$ cat src/rtl/cmd_bus_tx_if.sv
`default_nettype none
`timescale 1ns/1ps
// +--------------------------------------------------------------------+
// | cmd_bus_tx_if : command handshake and C0..C2/CLK pin group          |
// | Rev 1.0                                                            |
// +--------------------------------------------------------------------+
interface cmd_bus_tx_if;
    logic       cmd_valid;
    logic [2:0] cmd_code;
    logic       cmd_ready;
    logic [2:0] o_bus;
    logic       o_clk;
    logic       o_busy;
    logic       o_done;

    modport master (
        output cmd_valid, cmd_code,
        input  cmd_ready, o_bus, o_clk, o_busy, o_done
    );

    modport slave (
        input  cmd_valid, cmd_code,
        output cmd_ready, o_bus, o_clk, o_busy, o_done
    );
endinterface
`default_nettype wire

$ cat src/rtl/cmd_bus_tx.sv
`default_nettype none
`timescale 1ns/1ps
// +--------------------------------------------------------------------+
// | cmd_bus_tx : serialises one command code per handshake as 3-bit     |
// | symbols with a slow strobe for the power-stage controller.         |
// | Rev 1.0                                                            |
// +--------------------------------------------------------------------+
module cmd_bus_tx #(
    parameter int T_SETUP = 32,
    parameter int T_HIGH  = 64,
    parameter int T_HOLD  = 32,
    parameter int T_GAP   = 128
) (
    input  logic         clk,
    input  logic         rstn,
    cmd_bus_tx_if.slave  cmd_if
);

    localparam logic [15:0] c_setup_load = 16'(T_SETUP - 1);
    localparam logic [15:0] c_high_load  = 16'(T_HIGH - 1);
    localparam logic [15:0] c_hold_load  = 16'(T_HOLD - 1);
    localparam logic [15:0] c_gap_load   = 16'(T_GAP - 1);

    typedef enum logic [2:0] {
        ST_IDLE  = 3'd0,
        ST_SETUP = 3'd1,
        ST_HIGH  = 3'd2,
        ST_HOLD  = 3'd3,
        ST_GAP   = 3'd4
    } state_t;

    state_t      r_state, w_state;
    logic [15:0] r_cnt,   w_cnt;
    logic [2:0]  r_idx,   w_idx;
    logic [2:0]  r_len,   w_len;
    logic [14:0] r_frame, w_frame;
    logic [2:0]  r_bus,   w_bus;
    logic        r_clk,   w_clk;
    logic        r_done,  w_done;
    logic        w_cnt_zero;

    assign w_cnt_zero = (r_cnt == 16'd0);

    // Frame is a shift register: the current symbol always sits in bits [2:0].
    always_comb begin
        w_state = r_state;
        w_cnt   = r_cnt;
        w_idx   = r_idx;
        w_len   = r_len;
        w_frame = r_frame;
        w_bus   = r_bus;
        w_clk   = r_clk;
        w_done  = 1'b0;
        unique case (r_state)
            ST_IDLE: begin
                w_bus = 3'd0;
                w_clk = 1'b0;
                if (cmd_if.cmd_valid) begin
                    w_state = ST_SETUP;
                    w_cnt   = c_setup_load;
                    w_idx   = 3'd0;
                    w_bus   = cmd_if.cmd_code;
                    if (cmd_if.cmd_code == 3'd7) begin
                        w_len   = 3'd5;
                        w_frame = {3'd1, 3'd0, 3'd7, 3'd0, 3'd7};
                    end else begin
                        w_len   = 3'd2;
                        w_frame = {9'd0, 3'd0, cmd_if.cmd_code};
                    end
                end
            end
            ST_SETUP: begin
                if (w_cnt_zero) begin
                    w_state = ST_HIGH;
                    w_cnt   = c_high_load;
                    w_clk   = 1'b1;
                end else begin
                    w_cnt = r_cnt - 16'd1;
                end
            end
            ST_HIGH: begin
                if (w_cnt_zero) begin
                    w_state = ST_HOLD;
                    w_cnt   = c_hold_load;
                    w_clk   = 1'b0;
                end else begin
                    w_cnt = r_cnt - 16'd1;
                end
            end
            ST_HOLD: begin
                if (w_cnt_zero) begin
                    if ((r_idx + 3'd1) < r_len) begin
                        w_state = ST_SETUP;
                        w_cnt   = c_setup_load;
                        w_idx   = r_idx + 3'd1;
                        w_frame = {3'd0, r_frame[14:3]};
                        w_bus   = r_frame[5:3];
                    end else begin
                        w_state = ST_GAP;
                        w_cnt   = c_gap_load;
                        w_bus   = 3'd0;
                    end
                end else begin
                    w_cnt = r_cnt - 16'd1;
                end
            end
            ST_GAP: begin
                if (w_cnt_zero) begin
                    w_state = ST_IDLE;
                    w_done  = 1'b1;
                end else begin
                    w_cnt = r_cnt - 16'd1;
                end
            end
            default: begin
                w_state = ST_IDLE;
                w_bus   = 3'd0;
                w_clk   = 1'b0;
            end
        endcase
    end

    always_ff @(posedge clk or negedge rstn) begin
        if (!rstn) begin
            r_state <= ST_IDLE;
            r_cnt   <= 16'd0;
            r_idx   <= 3'd0;
            r_len   <= 3'd0;
            r_frame <= 15'd0;
            r_bus   <= 3'd0;
            r_clk   <= 1'b0;
            r_done  <= 1'b0;
        end else begin
            r_state <= w_state;
            r_cnt   <= w_cnt;
            r_idx   <= w_idx;
            r_len   <= w_len;
            r_frame <= w_frame;
            r_bus   <= w_bus;
            r_clk   <= w_clk;
            r_done  <= w_done;
        end
    end

    assign cmd_if.cmd_ready = (r_state == ST_IDLE);
    assign cmd_if.o_busy    = (r_state != ST_IDLE);
    assign cmd_if.o_bus     = r_bus;
    assign cmd_if.o_clk     = r_clk;
    assign cmd_if.o_done    = r_done;

endmodule
`default_nettype wire

$ cat src/flat_wrapper.sv
// flat-port wrapper written by rule: the top's interface ports become plain ports
module cmd_bus_tx_flat 
#(
    parameter int T_SETUP = 32,
    parameter int T_HIGH  = 64,
    parameter int T_HOLD  = 32,
    parameter int T_GAP   = 128
)
  (clk, rstn, cmd_if_cmd_valid, cmd_if_cmd_code, cmd_if_cmd_ready, cmd_if_o_bus, cmd_if_o_clk, cmd_if_o_busy, cmd_if_o_done);
  cmd_bus_tx_if cmd_if_i ();
  input  logic clk;
  input  logic rstn;
  input wire logic [$bits(cmd_if_i.cmd_valid)-1:0] cmd_if_cmd_valid;
  input wire logic [$bits(cmd_if_i.cmd_code)-1:0] cmd_if_cmd_code;
  output wire logic [$bits(cmd_if_i.cmd_ready)-1:0] cmd_if_cmd_ready;
  output wire logic [$bits(cmd_if_i.o_bus)-1:0] cmd_if_o_bus;
  output wire logic [$bits(cmd_if_i.o_clk)-1:0] cmd_if_o_clk;
  output wire logic [$bits(cmd_if_i.o_busy)-1:0] cmd_if_o_busy;
  output wire logic [$bits(cmd_if_i.o_done)-1:0] cmd_if_o_done;
  assign cmd_if_i.cmd_valid = cmd_if_cmd_valid;
  assign cmd_if_i.cmd_code = cmd_if_cmd_code;
  assign cmd_if_cmd_ready = cmd_if_i.cmd_ready;
  assign cmd_if_o_bus = cmd_if_i.o_bus;
  assign cmd_if_o_clk = cmd_if_i.o_clk;
  assign cmd_if_o_busy = cmd_if_i.o_busy;
  assign cmd_if_o_done = cmd_if_i.o_done;
  cmd_bus_tx #(.T_SETUP(T_SETUP), .T_HIGH(T_HIGH), .T_HOLD(T_HOLD), .T_GAP(T_GAP)) u_core (.clk(clk), .rstn(rstn), .cmd_if(cmd_if_i));
endmodule
$ cat config.mk
export PLATFORM = sky130hd
export DESIGN_NAME = cmd_bus_tx_flat
export DESIGN_NICKNAME = d
export VERILOG_FILES = /design/src/rtl/cmd_bus_tx_if.sv /design/src/rtl/cmd_bus_tx.sv /design/src/flat_wrapper.sv
export SDC_FILE = /design/constraint.sdc
export NUM_CORES = 1
export LEC_CHECK = 0
export CORE_MARGIN = 4
export CORE_UTILIZATION = 45
export CTS_CLUSTER_SIZE = 16
export DETAILED_ROUTE_END_ITERATION = 16
export GPL_TIMING_DRIVEN = 0
export PLACE_DENSITY = 0.66
export SYNTH_ARGS = -nofsm -noshare
export SYNTH_HDL_FRONTEND = slang
export SYNTH_SLANG_ARGS = --single-unit
$ cat constraint.sdc
create_clock -name clk -period 2.26 [get_ports clk]
set_clock_uncertainty 0.2 [all_clocks]
set_input_delay 0.452 -clock clk [delete_from_list [all_inputs] [get_ports clk]]
set_output_delay 0.452 -clock clk [all_outputs]
set_load 0.05 [all_outputs]
==> results.toml <==
[routing]
dr_wl_met2_mm = 2.352
vias_per_cell = 5.857
drcViolationCount = 0
ant_nets = 0
wl_met1_mm = 2.363
highest_layer = "met4"
wl_met3_um = 296
first_pass_iters = 4
avgRoutedWirePerCell_um = 16.24
finalWirelength_mm = 5.098
drt-initial-drc-count = 175
vias = 1839

[setup_path]
crit_family = "simple AND/OR/NAND/NOR gates"
r2r_cells = 9
crit_cells = 9
critical_path.max_stage_delay_ns = 0.48
crit_chain = "inv_2, ha_4, or4b_4, nor4bb_4, buf_6, and2_4, nand3_2, nand2_2, o2bb2ai_1"
end_kind = "register"
rrSetupSlack_ns = -0.05
regToRegStartpoint = "u_core.r_cnt[0]"
cp_num_buf_inv = 2
crit_end = "u_core.cmd_if.o_bus[2]"
startpoint_type = "register"
critPathSlowestCell = "or4b_4"
startpoint = "u_core.r_cnt[0]"
worst_r2r_endpoint = "u_core.cmd_if.o_bus[2]"
worstPathRequired_ns = 2.28
cp_data_arrival_time_ns = 2.32
critPathMaxFanout = 7
crit_type = "reg -> reg"

[clock_network]
cts.sink_count = 33
cts_buffer_depth = 2
htree_levels = 2
cts_inserted_buffers = 5
insertion_delay_ns = 0.29
cts_tree = "built"
cts-root-buf = "clkbuf_8"
path_clk_slew_ns = 0.07
cts_hold_buf = 0

[cells_and_area]
areaGrowthSynthToFinish_pct = 29.05
nNetsFinal = 274
insertedDiodeCount = 0
post-route-cell-area_sq_mm = 0.002551
layout-drive-gt1-share_pct = 28.79
fin_cells = 314

[floorplan]
die_area_sq_mm = 0.005518
die_w_um = 74.28
initial_core_util_pct = 48.04
core_area_sq_mm = 0.004115
die_h_um = 74.28
ioPinCount = 13
row_count = 23

[global_routing]
grt_max_degree = 34
grt-ovfl-total = 0
antenna_found_initial = 0
grt_pass1_vias = 1689
grt_pass1_wl_mm = 8.176
track_usage_pct = 19.45

[timing]
worst_pin_slew_ns = 0.7529
slew_headroom_pct = 49.81
period_needed_ns = 2.309
rsz0062_at_grt = "true"
hold_violations = 0
post-route-period-util_pct = 102.2
slew_violations = 0
setup_viol = 13
fmax_mhz = 433.1
setup_ws_ns = -0.04874

[run_status]
violations = "negative setup slack"
outcome = "complete, but fails checks"

[logic_synthesis]
synth_area_leader_cell = "dfrtp_1"
ys_seq_elements = 33
netlist_area_sq_mm = 0.001977
synth_cells = 226
synth_cell_types = 54
synth.top_cell.area_share_pct = 41.77
syn_area_per_cell_sq_um = 8.747
yosysWarnings = 0
yosysSeqAreaShare_pct = 41.77
synthesis.nets = 236
synthTopCellsByArea = "dfrtp_1 42%, nand2_1 5.9%, nor2_1 5.1%"

[flow_run]
cap_violations = 0

[placed_design]
io_buffers = 12
dpl.hpwl_mm = 3.137
dpl_cell_area_sq_mm = 0.002155
placedCellCount = 288
routabilityCongestion = 0.7933

[pwr]
power.density_mw_per_mm2 = 1111
ir_drop_v = 0.0004371
power_leakage_nw = 1.090

[hold_path]
hp-class = "in -> async"
[worst min-delay path by stage]
stage                           start                      to  slack, ns  cells after the start
floorplan                        rstn  u_core.cmd_if.o_bus[0]      -0.04                      0
global placement    u_core.r_frame[8]       u_core.r_frame[8]       0.26                      2
detailed placement  u_core.r_frame[8]       u_core.r_frame[8]       0.26                      2
CTS                              rstn  u_core.cmd_if.o_bus[2]       0.06                      1
global route                     rstn  u_core.cmd_if.o_bus[2]       0.09                      1
finish                           rstn  u_core.cmd_if.o_bus[1]       0.03                      1
[synth_stat cells, drive strengths merged]
| master | instances |
|---|---|
| a22o | 2 |
| nor4bb | 1 |
| nor3b | 1 |
| xor2 | 1 |
| nor3 | 10 |
| o22ai | 3 |
| xnor2 | 7 |
| a31oi | 3 |
| or4 | 2 |
| o31ai | 2 |
| nor2 | 27 |
| and2b | 1 |
| nand2 | 32 |
| a311oi | 1 |
| o31a | 1 |
| a221oi | 3 |
| o41ai | 2 |
| o211ai | 2 |
| inv | 9 |
| a2bb2oi | 1 |
| clkbuf | 3 |
| a21oi | 11 |
| o21a | 3 |
| o2111ai | 1 |
| or2 | 1 |
| nor4 | 5 |
| and2 | 5 |
| nand4 | 2 |
| ha | 4 |
| a21o | 1 |
| nor4b | 1 |
| nand3 | 5 |
| nor2b | 2 |
| o21ai | 20 |
| or4b | 1 |
| nand2b | 1 |
| a22oi | 1 |
| buf | 8 |
| o2bb2ai | 2 |
| a221o | 1 |
| dfrtp | 33 |
| or3 | 4 |
[area by class of cell]
| class | instances | area (sq um) |
|---|---|---|
| plain buffers | 9 | 57.56 |
| multi-input cells | 174 | 1210 |
| flip-flops and latches | 33 | 825.8 |
| inverters | 9 | 33.78 |
| repair buffers | 32 | 275.3 |
| fillers | 363 | 1564 |
| clock buffers | 7 | 86.33 |
| well taps | 50 | 62.56 |
[cells in the final DEF, fill, tap and decap left out, types with 4 or more instances in the layout]
cell type / Yosys / final
clkdlybuf4s50_1: 0 / 9
nand3_1: 5 / 4
buf_4: 2 / 19
dfrtp_1: 33 / 33
buf_2: 4 / 5
a21oi_1: 9 / 7
nor2_1: 27 / 24
o21ai_2: 1 / 5
o21ai_0: 19 / 12
inv_1: 9 / 7
nand2_2: 1 / 7
or3_1: 4 / 4
nor3_1: 10 / 8
nand2_1: 31 / 25
clkbuf_8: 0 / 6
buf_6: 1 / 6
xnor2_1: 7 / 7
[repair_timing]
item                       in CTS  in global routing
pin swaps                      19                 23
gates cloned                    1                  0
gates resized for setup        33                 24
setup endpoints to repair      30                 26
setup buffers                  11                  9
[worst reg2reg max path: stages (launching register included)]
cell,delay [ns]
dfrtp_1,0.40
inv_2,0.09
ha_4,0.15
or4b_4,0.48
nor4bb_4,0.29
buf_6,0.17
and2_4,0.16
nand3_2,0.09
nand2_2,0.09
o2bb2ai_1,0.11
[through the flow]
stage               hold WS [ns]  setup TNS, ns  total power [mW]  util (%)  setup slack [ns]
finish                   0.02985        -0.3433             2.835     61.99          -0.04874
detailed placement        0.2643         -5.310             2.023     52.36           -0.2924
global placement          0.2632         -11.95             2.006     52.48           -0.3043
floorplan               -0.04359              0             1.751         -          0.004795
CTS                      0.05813         -1.106             2.660     58.44          -0.09614
global route             0.08527         -2.112             3.029     61.99           -0.1277
[registers in the layout, summed over array words and instances (netlist names)]
signal                flops
u_core.r_frame            4
u_core.cmd_if.o_done      1
u_core.cmd_if.o_bus       3
u_core.r_state            3
u_core.cmd_if.o_clk       1
u_core.r_idx              3
u_core.r_cnt             16
u_core.r_len              2
[layer usage]
| layer | global-route usage, % | up-vias |
|---|---|---|
| met1 | 27.04 | 884 |
| met3 | 4.459 | 10 |
| li1 | - | 889 |
| met5 | 0 | - |
| met2 | 30.12 | 56 |
| met4 | 6.324 | 0 |
[kinds of logic after synthesis]
| kind of cell | Yosys count | synth area share, % |
|---|---|---|
| xor+xnor | 8 | 3.544 |
| fa+ha+maj | 4 | 2.532 |
| compound gates | 60 | 21.01 |
| buf+inv | 20 | 4.810 |
| flops | 33 | 41.77 |
| simple gates | 101 | 26.33 |
[power breakdown]
group | switching, mW | internal, mW | leakage [nW]
Sequential | 0.265 | 0.794 | 0.420
Combinational | 0.701 | 0.621 | 0.625
Clock | 0.213 | 0.242 | 0.0443
Total | 1.18 | 1.66 | 1.09
(Power assumes the default switching activity.)
